[config.mk]
export PLATFORM = sky130hd
export DESIGN_NAME = hazard_fwd_ctrl_flat
export DESIGN_NICKNAME = d
export VERILOG_FILES = /design/src/rtl/hazard_fwd_ctrl_if.sv /design/src/rtl/hazard_fwd_ctrl.sv /design/src/flat_wrapper.sv
export SDC_FILE = /design/constraint.sdc
export NUM_CORES = 1
export LEC_CHECK = 0
export ABC_AREA = 1
export CORE_UTILIZATION = 30
export CTS_BUF_LIST = sky130_fd_sc_hd__clkbuf_8 sky130_fd_sc_hd__clkbuf_16
export DETAILED_ROUTE_END_ITERATION = 10
export PLACE_DENSITY = 0.55
export SLEW_MARGIN = 25
export SYNTH_ARGS = -nofsm -noshare
export SYNTH_HDL_FRONTEND = slang
export SYNTH_SLANG_ARGS = --single-unit
[constraint.sdc]
create_clock -name clk -period 2.4 [get_ports clk]
set_clock_uncertainty 0.05 [all_clocks]
set_input_delay 0.36 -clock clk [delete_from_list [all_inputs] [get_ports clk]]
set_output_delay 0.36 -clock clk [all_outputs]
set_load 0.02 [all_outputs]
[src/rtl/hazard_fwd_ctrl_if.sv]
// Pipeline-to-hazard-controller bus: ID/EX instruction info in, stall/flush/forward controls out.
interface hazard_fwd_ctrl_if #(
  parameter int REG_AW = 5,
  parameter int CNT_W  = 32
);
  logic              id_valid;
  logic [REG_AW-1:0] id_rs;
  logic [REG_AW-1:0] id_rt;
  logic              id_uses_rs;
  logic              id_uses_rt;
  logic [REG_AW-1:0] id_rd;
  logic              id_reg_write;
  logic              id_mem_read;
  logic              id_jump;
  logic              ex_branch_taken;
  logic              stall;
  logic              bubble_ex;
  logic              flush_if_id;
  logic [1:0]        fwd_a_sel;
  logic [1:0]        fwd_b_sel;
  logic [CNT_W-1:0]  stall_cnt;
  logic [CNT_W-1:0]  flush_cnt;

  // Pipeline side: supplies instruction info, consumes the control decisions
  modport master (
    output id_valid, id_rs, id_rt, id_uses_rs, id_uses_rt, id_rd,
           id_reg_write, id_mem_read, id_jump, ex_branch_taken,
    input  stall, bubble_ex, flush_if_id, fwd_a_sel, fwd_b_sel,
           stall_cnt, flush_cnt
  );

  // Controller side
  modport slave (
    input  id_valid, id_rs, id_rt, id_uses_rs, id_uses_rt, id_rd,
           id_reg_write, id_mem_read, id_jump, ex_branch_taken,
    output stall, bubble_ex, flush_if_id, fwd_a_sel, fwd_b_sel,
           stall_cnt, flush_cnt
  );
endinterface

[src/rtl/hazard_fwd_ctrl.sv]
// Central hazard/forwarding controller for a 5-stage pipeline. A shadow
// scoreboard of the EX/DM/WB destinations drives load-use and RAW stalls,
// branch/jump flushes, registered EX forwarding selects and saturating
// stall/flush counters.
module hazard_fwd_ctrl #(
  parameter int REG_AW     = 5,
  parameter int FWD_EN     = 1,
  parameter int LOAD_STALL = 1,
  parameter int CNT_W      = 32
) (
  input  logic             clk,
  input  logic             reset,
  hazard_fwd_ctrl_if.slave bus
);
  localparam int NSLOT = 3;
  localparam int EX    = 0;
  localparam int DM    = 1;
  localparam int WB    = 2;
  // Only EX and DM can cause a hazard; WB is covered by write-before-read.
  localparam int NHZ   = 2;

  typedef struct packed {
    logic              v;
    logic [REG_AW-1:0] rd;
    logic              rw;
    logic              mr;
  } slot_t;

  slot_t            slot_q [NSLOT];
  slot_t            slot_d [NSLOT];
  logic [1:0]       fwd_a_q, fwd_a_d;
  logic [1:0]       fwd_b_q, fwd_b_d;
  logic [CNT_W-1:0] stall_cnt_q, stall_cnt_d;
  logic [CNT_W-1:0] flush_cnt_q, flush_cnt_d;

  logic [NHZ-1:0]   wr_rs;
  logic [NHZ-1:0]   wr_rt;
  logic [NHZ-1:0]   src_hit;
  logic             hz;
  logic             stall_c;
  logic             bubble_c;
  logic             flush_c;

  // Per-slot "is writing the register ID reads" matches; r0 never matches.
  generate
    for (genvar gi = 0; gi < NHZ; gi++) begin : g_match
      assign wr_rs[gi]   = slot_q[gi].v & slot_q[gi].rw &
                           (slot_q[gi].rd == bus.id_rs) & (slot_q[gi].rd != '0);
      assign wr_rt[gi]   = slot_q[gi].v & slot_q[gi].rw &
                           (slot_q[gi].rd == bus.id_rt) & (slot_q[gi].rd != '0);
      assign src_hit[gi] = (bus.id_uses_rs & wr_rs[gi]) | (bus.id_uses_rt & wr_rt[gi]);
    end
  endgenerate

  // Hazard window: loads only when forwarding, every producer in EX/DM otherwise.
  generate
    if (FWD_EN != 0) begin : g_hz_fwd
      if (LOAD_STALL == 2) begin : g_ls2
        assign hz = (slot_q[EX].mr & src_hit[EX]) | (slot_q[DM].mr & src_hit[DM]);
      end else begin : g_ls1
        assign hz = slot_q[EX].mr & src_hit[EX];
      end
    end else begin : g_hz_nofwd
      assign hz = src_hit[EX] | src_hit[DM];
    end
  endgenerate

  // The WB slot is a pure shadow of the retiring instruction, and some match
  // bits go unread depending on the configuration.
  logic unused_bits;
  assign unused_bits = ^{slot_q[WB], src_hit, wr_rs, wr_rt};

  // Same-cycle control decisions; a taken branch overrides any stall.
  always_comb begin
    stall_c  = bus.id_valid & hz & ~bus.ex_branch_taken;
    bubble_c = stall_c | bus.ex_branch_taken;
    flush_c  = bus.ex_branch_taken | (bus.id_valid & bus.id_jump & ~stall_c);
  end

  // Combinational controls are held quiet for as long as reset is asserted.
  assign bus.stall       = reset & stall_c;
  assign bus.bubble_ex   = reset & bubble_c;
  assign bus.flush_if_id = reset & flush_c;
  assign bus.fwd_a_sel   = fwd_a_q;
  assign bus.fwd_b_sel   = fwd_b_q;
  assign bus.stall_cnt   = stall_cnt_q;
  assign bus.flush_cnt   = flush_cnt_q;

  // Scoreboard shift, forwarding selects for the instruction entering EX, counters.
  always_comb begin
    slot_d[WB]  = slot_q[DM];
    slot_d[DM]  = slot_q[EX];
    slot_d[EX]  = '0;
    fwd_a_d     = 2'b00;
    fwd_b_d     = 2'b00;
    stall_cnt_d = stall_cnt_q;
    flush_cnt_d = flush_cnt_q;

    if (!bubble_c && bus.id_valid) begin
      slot_d[EX] = {1'b1, bus.id_rd, bus.id_reg_write, bus.id_mem_read};
    end

    // Newest producer wins: EX/DM ALU result before DM/WB write data.
    if ((FWD_EN != 0) && !bubble_c) begin
      if (wr_rs[EX] && !slot_q[EX].mr) begin
        fwd_a_d = 2'b10;
      end else if (wr_rs[DM]) begin
        fwd_a_d = 2'b01;
      end
      if (wr_rt[EX] && !slot_q[EX].mr) begin
        fwd_b_d = 2'b10;
      end else if (wr_rt[DM]) begin
        fwd_b_d = 2'b01;
      end
    end

    if (stall_c && (stall_cnt_q != '1)) begin
      stall_cnt_d = stall_cnt_q + CNT_W'(1);
    end
    if (flush_c && (flush_cnt_q != '1)) begin
      flush_cnt_d = flush_cnt_q + CNT_W'(1);
    end
  end

  // State registers with asynchronous active-low reset to an empty pipeline.
  always_ff @(posedge clk or negedge reset) begin
    if (!reset) begin
      for (int i = 0; i < NSLOT; i++) begin
        slot_q[i] <= '0;
      end
      fwd_a_q     <= 2'b00;
      fwd_b_q     <= 2'b00;
      stall_cnt_q <= '0;
      flush_cnt_q <= '0;
    end else begin
      for (int i = 0; i < NSLOT; i++) begin
        slot_q[i] <= slot_d[i];
      end
      fwd_a_q     <= fwd_a_d;
      fwd_b_q     <= fwd_b_d;
      stall_cnt_q <= stall_cnt_d;
      flush_cnt_q <= flush_cnt_d;
    end
  end
endmodule
[src/flat_wrapper.sv]
// flat-port wrapper written by rule: the top's interface ports become plain ports
module hazard_fwd_ctrl_flat 
#(
  parameter int REG_AW     = 5,
  parameter int FWD_EN     = 1,
  parameter int LOAD_STALL = 1,
  parameter int CNT_W      = 32
)
  (clk, reset, bus_id_valid, bus_id_rs, bus_id_rt, bus_id_uses_rs, bus_id_uses_rt, bus_id_rd, bus_id_reg_write, bus_id_mem_read, bus_id_jump, bus_ex_branch_taken, bus_stall, bus_bubble_ex, bus_flush_if_id, bus_fwd_a_sel, bus_fwd_b_sel, bus_stall_cnt, bus_flush_cnt);
  hazard_fwd_ctrl_if #(.REG_AW(REG_AW), .CNT_W(CNT_W)) bus_i ();
  input  logic clk;
  input  logic reset;
  input wire logic [$bits(bus_i.id_valid)-1:0] bus_id_valid;
  input wire logic [$bits(bus_i.id_rs)-1:0] bus_id_rs;
  input wire logic [$bits(bus_i.id_rt)-1:0] bus_id_rt;
  input wire logic [$bits(bus_i.id_uses_rs)-1:0] bus_id_uses_rs;
  input wire logic [$bits(bus_i.id_uses_rt)-1:0] bus_id_uses_rt;
  input wire logic [$bits(bus_i.id_rd)-1:0] bus_id_rd;
  input wire logic [$bits(bus_i.id_reg_write)-1:0] bus_id_reg_write;
  input wire logic [$bits(bus_i.id_mem_read)-1:0] bus_id_mem_read;
  input wire logic [$bits(bus_i.id_jump)-1:0] bus_id_jump;
  input wire logic [$bits(bus_i.ex_branch_taken)-1:0] bus_ex_branch_taken;
  output wire logic [$bits(bus_i.stall)-1:0] bus_stall;
  output wire logic [$bits(bus_i.bubble_ex)-1:0] bus_bubble_ex;
  output wire logic [$bits(bus_i.flush_if_id)-1:0] bus_flush_if_id;
  output wire logic [$bits(bus_i.fwd_a_sel)-1:0] bus_fwd_a_sel;
  output wire logic [$bits(bus_i.fwd_b_sel)-1:0] bus_fwd_b_sel;
  output wire logic [$bits(bus_i.stall_cnt)-1:0] bus_stall_cnt;
  output wire logic [$bits(bus_i.flush_cnt)-1:0] bus_flush_cnt;
  assign bus_i.id_valid = bus_id_valid;
  assign bus_i.id_rs = bus_id_rs;
  assign bus_i.id_rt = bus_id_rt;
  assign bus_i.id_uses_rs = bus_id_uses_rs;
  assign bus_i.id_uses_rt = bus_id_uses_rt;
  assign bus_i.id_rd = bus_id_rd;
  assign bus_i.id_reg_write = bus_id_reg_write;
  assign bus_i.id_mem_read = bus_id_mem_read;
  assign bus_i.id_jump = bus_id_jump;
  assign bus_i.ex_branch_taken = bus_ex_branch_taken;
  assign bus_stall = bus_i.stall;
  assign bus_bubble_ex = bus_i.bubble_ex;
  assign bus_flush_if_id = bus_i.flush_if_id;
  assign bus_fwd_a_sel = bus_i.fwd_a_sel;
  assign bus_fwd_b_sel = bus_i.fwd_b_sel;
  assign bus_stall_cnt = bus_i.stall_cnt;
  assign bus_flush_cnt = bus_i.flush_cnt;
  hazard_fwd_ctrl #(.REG_AW(REG_AW), .FWD_EN(FWD_EN), .LOAD_STALL(LOAD_STALL), .CNT_W(CNT_W)) u_core (.clk(clk), .reset(reset), .bus(bus_i));
endmodule
== Word-level counts from Yosys, hierarchy flattened ==
Cells that the tools add are included.

* Register bits: 83
* Input bits: 24
* Output and inout bits: 71
* Word-level logic and storage cells: 60

* Add/subtract/negate cells: 2
* Equal/unequal tests: 6
* Multiplexer cells: 7
* Bitwise gates (word level): 25
* Reduce and logical (&&, ||, !) cells: 9

{| class="wikitable"
|+ Operators by type and width
! kind !! number
|-
| adder 32 x 1 -> 32 bit, second input constant || 2
|-
| != test 32 bit, second input constant || 2
|-
| bitwise AND 1 bit || 20
|-
| == test 5 bit || 4
|-
| nonzero test 5 bit || 2
|-
| 2-to-1 mux 2 bit || 4
|-
| 2-to-1 mux 8 bit || 1
|-
| logical AND 1 bit || 5
|-
| OR 1 bit || 3
|-
| zero test 1 bit || 2
|-
| 2-to-1 mux 1 bit || 2
|-
| inverter 1 bit || 2
|}

== Longest topological paths before layout ==
* Depth in word-level cells: 12
* Mapped depth: 14
* Mapped depth without buffers: 13

== Worst setup path before layout ==
No wires, ideal clock.

* Kind: register -> register
* From: register u_core.stall_cnt_q[0], in the netlist u_core.bus.stall_cnt[0]
* To: register u_core.stall_cnt_q[8], in the netlist u_core.bus.stall_cnt[8]
* Library setup time: 0.118 ns
* Arrival: 1.810 ns
* Required time: 2.232 ns
* Setup slack: 0.422 ns
* Stages on the path, launching flop included: 12
* Path buffers: 1
* Period minus slack after synthesis: 1.978 ns
* Path through: dfrtp_1 -> ha_1 -> nand3_1 -> nor3_2 -> inv_2 -> nor3_2 -> nand3_1 -> inv_1 -> nor2_1 -> buf_4 -> nand2_1 -> nand2_1

* Longest elaborated chain between the ends: 2
* Elaborated cells on any way between the ends: 3
* Classes of those cells: add/sub: 1; eq/ne: 1; reduce/logical: 1

{| class="wikitable"
|+ Ends and longest elaborated chain
! item !! RTL line !! RTL
|-
| start, declared || hazard_fwd_ctrl.sv:33 || <nowiki>logic [CNT_W-1:0] stall_cnt_q, stall_cnt_d;</nowiki>
|-
| start signal, assigned || hazard_fwd_ctrl.sv:141 || <nowiki>stall_cnt_q <= stall_cnt_d;</nowiki>
|-
| branches (longest 2 deep; another with adder 32 x 1 -> 32 bit) || n/a ||
|}

Parallel ways; which one is timed is not known.
A chain may end at the register's enable or synchronous reset.

== Worst setup path after layout ==
* From: input port bus_id_rs[0]
* To: output port bus_bubble_ex

* Longest elaborated chain between the ends: 10

{| class="wikitable"
|+ Ends and longest elaborated chain
! item !! RTL line !! RTL
|-
| start, declared || flat_wrapper.sv:14 || <nowiki>input wire logic [$bits(bus_i.id_rs)-1:0] bus_id_rs;</nowiki>
|-
| == test 5 bit || hazard_fwd_ctrl.sv:48 || <nowiki>(slot_q[gi].rd == bus.id_rs) & (slot_q[gi].rd != '0);</nowiki>
|-
| bitwise AND 1 bit || hazard_fwd_ctrl.sv:47 || <nowiki>assign wr_rs[gi] = slot_q[gi].v & slot_q[gi].rw &</nowiki>
|-
| bitwise AND 1 bit || hazard_fwd_ctrl.sv:48 ||
|-
| bitwise AND 1 bit || hazard_fwd_ctrl.sv:51 || <nowiki>assign src_hit[gi] = (bus.id_uses_rs & wr_rs[gi]) | (bus.id_uses_rt & wr_rt[gi]);</nowiki>
|-
| OR 1 bit || hazard_fwd_ctrl.sv:51 ||
|-
| bitwise AND 1 bit || hazard_fwd_ctrl.sv:61 || <nowiki>assign hz = slot_q[EX].mr & src_hit[EX];</nowiki>
|-
| bitwise AND 1 bit (2 in a row) || hazard_fwd_ctrl.sv:75 || <nowiki>stall_c = bus.id_valid & hz & ~bus.ex_branch_taken;</nowiki>
|-
| OR 1 bit || hazard_fwd_ctrl.sv:76 || <nowiki>bubble_c = stall_c | bus.ex_branch_taken;</nowiki>
|-
| bitwise AND 1 bit || hazard_fwd_ctrl.sv:82 || <nowiki>assign bus.bubble_ex = reset & bubble_c;</nowiki>
|-
| end, declared || flat_wrapper.sv:24 || <nowiki>output wire logic [$bits(bus_i.bubble_ex)-1:0] bus_bubble_ex;</nowiki>
|}

No other way between the ends.

==> results.md <==
- The run finished with clean final reports.
- The post-CTS setup repair buffer count is 0.
- The portion of the clock cycle consumed by the worst path in the final layout is 0.9439.
- Dividing the detail-routed via count by the number of cells gives 4.582.
- The number of distinct library cells after synthesis is 29.
- The longest clock path from root to sink contains 2 buffers.
- Of the post-synthesis cell area, the dominant cell type holds 0.4056.
- Traced cell by cell, the critical path runs through clkdlybuf4s50_1 > inv_1 > nand2_1 > nand3_1 > nor2_1 > nand3_1 > nand2_2 > nand2_1 > nand2_1 > inv_1 > nor2_1 > buf_4.
- In this run, synthesis produced a sequential element count of 83.
- The proportion of synthesized chip area in sequential cells is 0.4056.
- For this design the static power due to leakage is 3.306 nW.
- Setup violations remaining at the end of the flow were counted as 0.
- The clock transition at the register clock pins on the worst setup and hold paths after CTS is 0.07 ns.
- The synthesized design contains 0 enable-type register cells.
- Along the worst path, the maximum fanout reaches 3.
- The kind of critical path is input pin to primary output.
- The filler cells instantiated in the layout total 1749.
- The total area inside the core boundary comes to 16640 µm².
- For this design, the slowest cell found on the critical path is clkdlybuf4s50_1.
- The number of sinks driven by the clock tree is 83.
- The initial utilization of the core area, before any placement, comes to 0.3077.
- The wire length of the first global-routing pass is 25250 µm.
- The routed wirelength normalized by instance count is 13.81 µm.
- Yosys printed 0 warnings.
- The fraction of the core area covered by cells at the end of the flow is 0.4126.
- The class of the tightest hold or removal check is input pin to asynchronous set/reset pin.
- The delay of the slowest critical-path stage is 0.54 ns.
- The hold violation total from the final report is 0.
- Setup repair after global routing could not meet its margin everywhere.
- By count the netlist is led by 276 x nand2_1, 83 x dfrtp_1, 81 x inv_1, 77 x nand3_1, 77 x nor2_1.
- The origin of the worst setup path is bus_id_rs[0].
- The cell accounting for the most synthesized area is dfrtp_1.
- The fmax is 0.4414 GHz.
- For the worst setup path, the data required time is 1.99 ns.
- Clock tree synthesis selected as its root buffer the cell clkbuf_16.
- The critical path capture point type is a primary output.
- The total power per unit cell area is 494.4 nW/µm².
- The maximum vdd drop is 0.0003322 V.
- After global routing the overflow that remains totals 0.
- At the pin with the least slew margin, the transition time is 0.6278 ns.
- The DRC violations left is 0.
- The share of flip-flops with an asynchronous set or reset after synthesis is 1.000.
- Buffers placed on the I/O ports in this run total 94.
- The routed design has 15080 µm of wire.
- The synthesized instance count is 737.
- The remaining antenna violation count after routing is 0.
- In the final layout, flip-flops and latches occupy 2078 µm².
- Across every metal layer, demand over resource in global routing totals 0.1821.
- Clock latency on the worst-skew pair, taken at its later pin, is 0.34 ns.
- The die is 132.7 µm wide.
- Entering global routing, the biggest net connects 48 pins.
- The final weighted congestion of routability-driven global placement is 0.8776.
- For this run, the detailed router's first-pass iteration total came to 4.
- After the first detailed-routing iteration, the DRC count stood at 212.
- The floorplan step defined a die boundary enclosing 17600 µm².
- Yosys instantiated no cell more often than nand2_1.
- Buffers inserted to repair hold after CTS numbered 0.
- The H-tree level count is 3.
- Pin placement for this block handled 95 I/O pins.
- The total vias in the final route is 5004.
- The clock period could shrink to 2.265 ns.
- The via count of the first global-routing pass was 4849.
- The max-slew violation count is 0.
- TritonCTS built the clock tree.
- Data arrives at the worst endpoint at 1.86 ns.
- Among all flip-flop cells after synthesis, the most frequent one is dfrtp_1.
- The total power is 3.395 mW.
- Summing all multi-input logic gate instances after layout gives 2649 µm².
- The synthesized netlist occupies a cell area of 5121 µm².
- The number of antenna violations at the first check in global routing came to 0.
- When the netlist entered floorplanning its net count stood at 763.
- Ranked by total cell area, the synthesized netlist is headed by dfrtp_1 41%, nand2_1 20%, nand3_1 7.5%.
- The number of nets in the finished design is 893.
- The max capacitance violation total is 0.
- The antenna diode instance count is 0.
- The finished cells cover 6867 µm².
- The worst setup path is launched from an input pin.
- By instance count, the cell type seen most on the critical path is nand2_1.
- A synthesized cell averages 6.949 µm².
- Counting the buffers created by CTS gives 9.
- The die height is 132.7 µm.
- The placed cell area is 6574 µm².
- Row generation in the floorplan step produced 47 rows.
- The startpoint of the worst-slack reg-to-reg timing path is u_core.bus.stall_cnt[0].
- The normalized max-slew margin is 0.5815.
- From synthesis to final layout, the design area changed by 34.08%.
- The wire-length estimate of the detail-placed layout is 11540 µm.
- In the final layout, the share of cells above drive strength 1 is 0.08716.
layout make-up:
type / instances / area share
clock inverter: 6 / 0.008200
inverter: 83 / 0.04537
multi-input combinational: 557 / 0.3858
timing repair buffer: 133 / 0.1831
sequential: 83 / 0.3027
tap: 220 / 0.04009
clock buffer: 10 / 0.03480
routing by layer:
layer | vias to the layer above | routed length (µm) | GRT usage
met2 | 107 | 6898 | 0.2909
met4 | 0 | 243 | 0.06450
met1 | 2287 | 7278 | 0.2435
met3 | 18 | 663 | 0.03755
met5 | - | 0 | 0
li1 | 2592 | - | -
sequential cells by signal (all words and copies together) (netlist names):
| register | cells |
|---|---|
| u_core.bus.fwd_b_sel | 2 |
| u_core.slot_d | 15 |
| u_core.bus.fwd_a_sel | 2 |
| u_core.bus.stall_cnt | 32 |
| u_core.bus.flush_cnt | 32 |
kinds of logic after synthesis:
kind of cell / count (synthesis) / share of synthesized area
buffers and inverters: 97 / 0.07867
and+or+nand+nor: 493 / 0.4139
DFF: 83 / 0.4056
xor gates and xnor gates: 47 / 0.08038
adders and majority gates: 2 / 0.004886
AOI/OAI and AO/OA: 15 / 0.01662
final timing paths:
path | endpoint | slack (ns) | cells after the start
max | bus_bubble_ex | 0.13 | 12
min | u_core.bus.stall_cnt[11] | 0.04 | 2
max reg2reg | u_core.bus.stall_cnt[27] | 0.24 | 11
min reg2reg | u_core.slot_d[7] | 0.36 | 0
max in group asynchronous | u_core.slot_d[13] | 1.19 | 3
min in group clk | u_core.slot_d[7] | 0.36 | 0
worst max-delay path, delay by kind of cell:
family,cells,cell delay (ns)
buffers and inverters,4,0.81
AND/OR/NAND/NOR,8,0.68
per-stage QoR:
| stage | hold slack [ns] | cells | worst slack [ns] | TNS, ns |
|---|---|---|---|---|
| finish | 0.04260 | 1092 | 0.1347 | 0 |
| global route | 0.08298 | 1092 | -0.001159 | -0.001159 |
| CTS | 0.06297 | 1092 | 0.003268 | 0 |
| detailed placement | 0.3485 | 1076 | -0.3447 | -0.8450 |
| global placement | 0.3471 | 1076 | -0.3142 | -0.7862 |
| floorplan | 0.01441 | 737 | 0.4224 | 0 |
placed cells by master, fill, tap and decap left out, drive strengths merged, types with 17 or more instances in the layout:
cell type	count
buf	42
clkdlybuf4s50	88
dfrtp	83
inv	84
nand2	279
nand3	77
nor2	78
nor3	30
xnor2	17
xor2	30
power by group:
part	internal [mW]	switching [mW]	leakage [nW]
sequential	1.45	0.0814	1.14
clock	0.826	0.578	0.149
combinational	0.209	0.251	2.01
what timing repair did:
| action | 4_1_cts | 5_1_grt |
|---|---|---|
| gates cloned | 0 | 0 |
| gates resized for setup | 9 | 10 |
| setup endpoints to repair | 3 | 3 |
No activity file was read; power rests on OpenSTA's default activity.
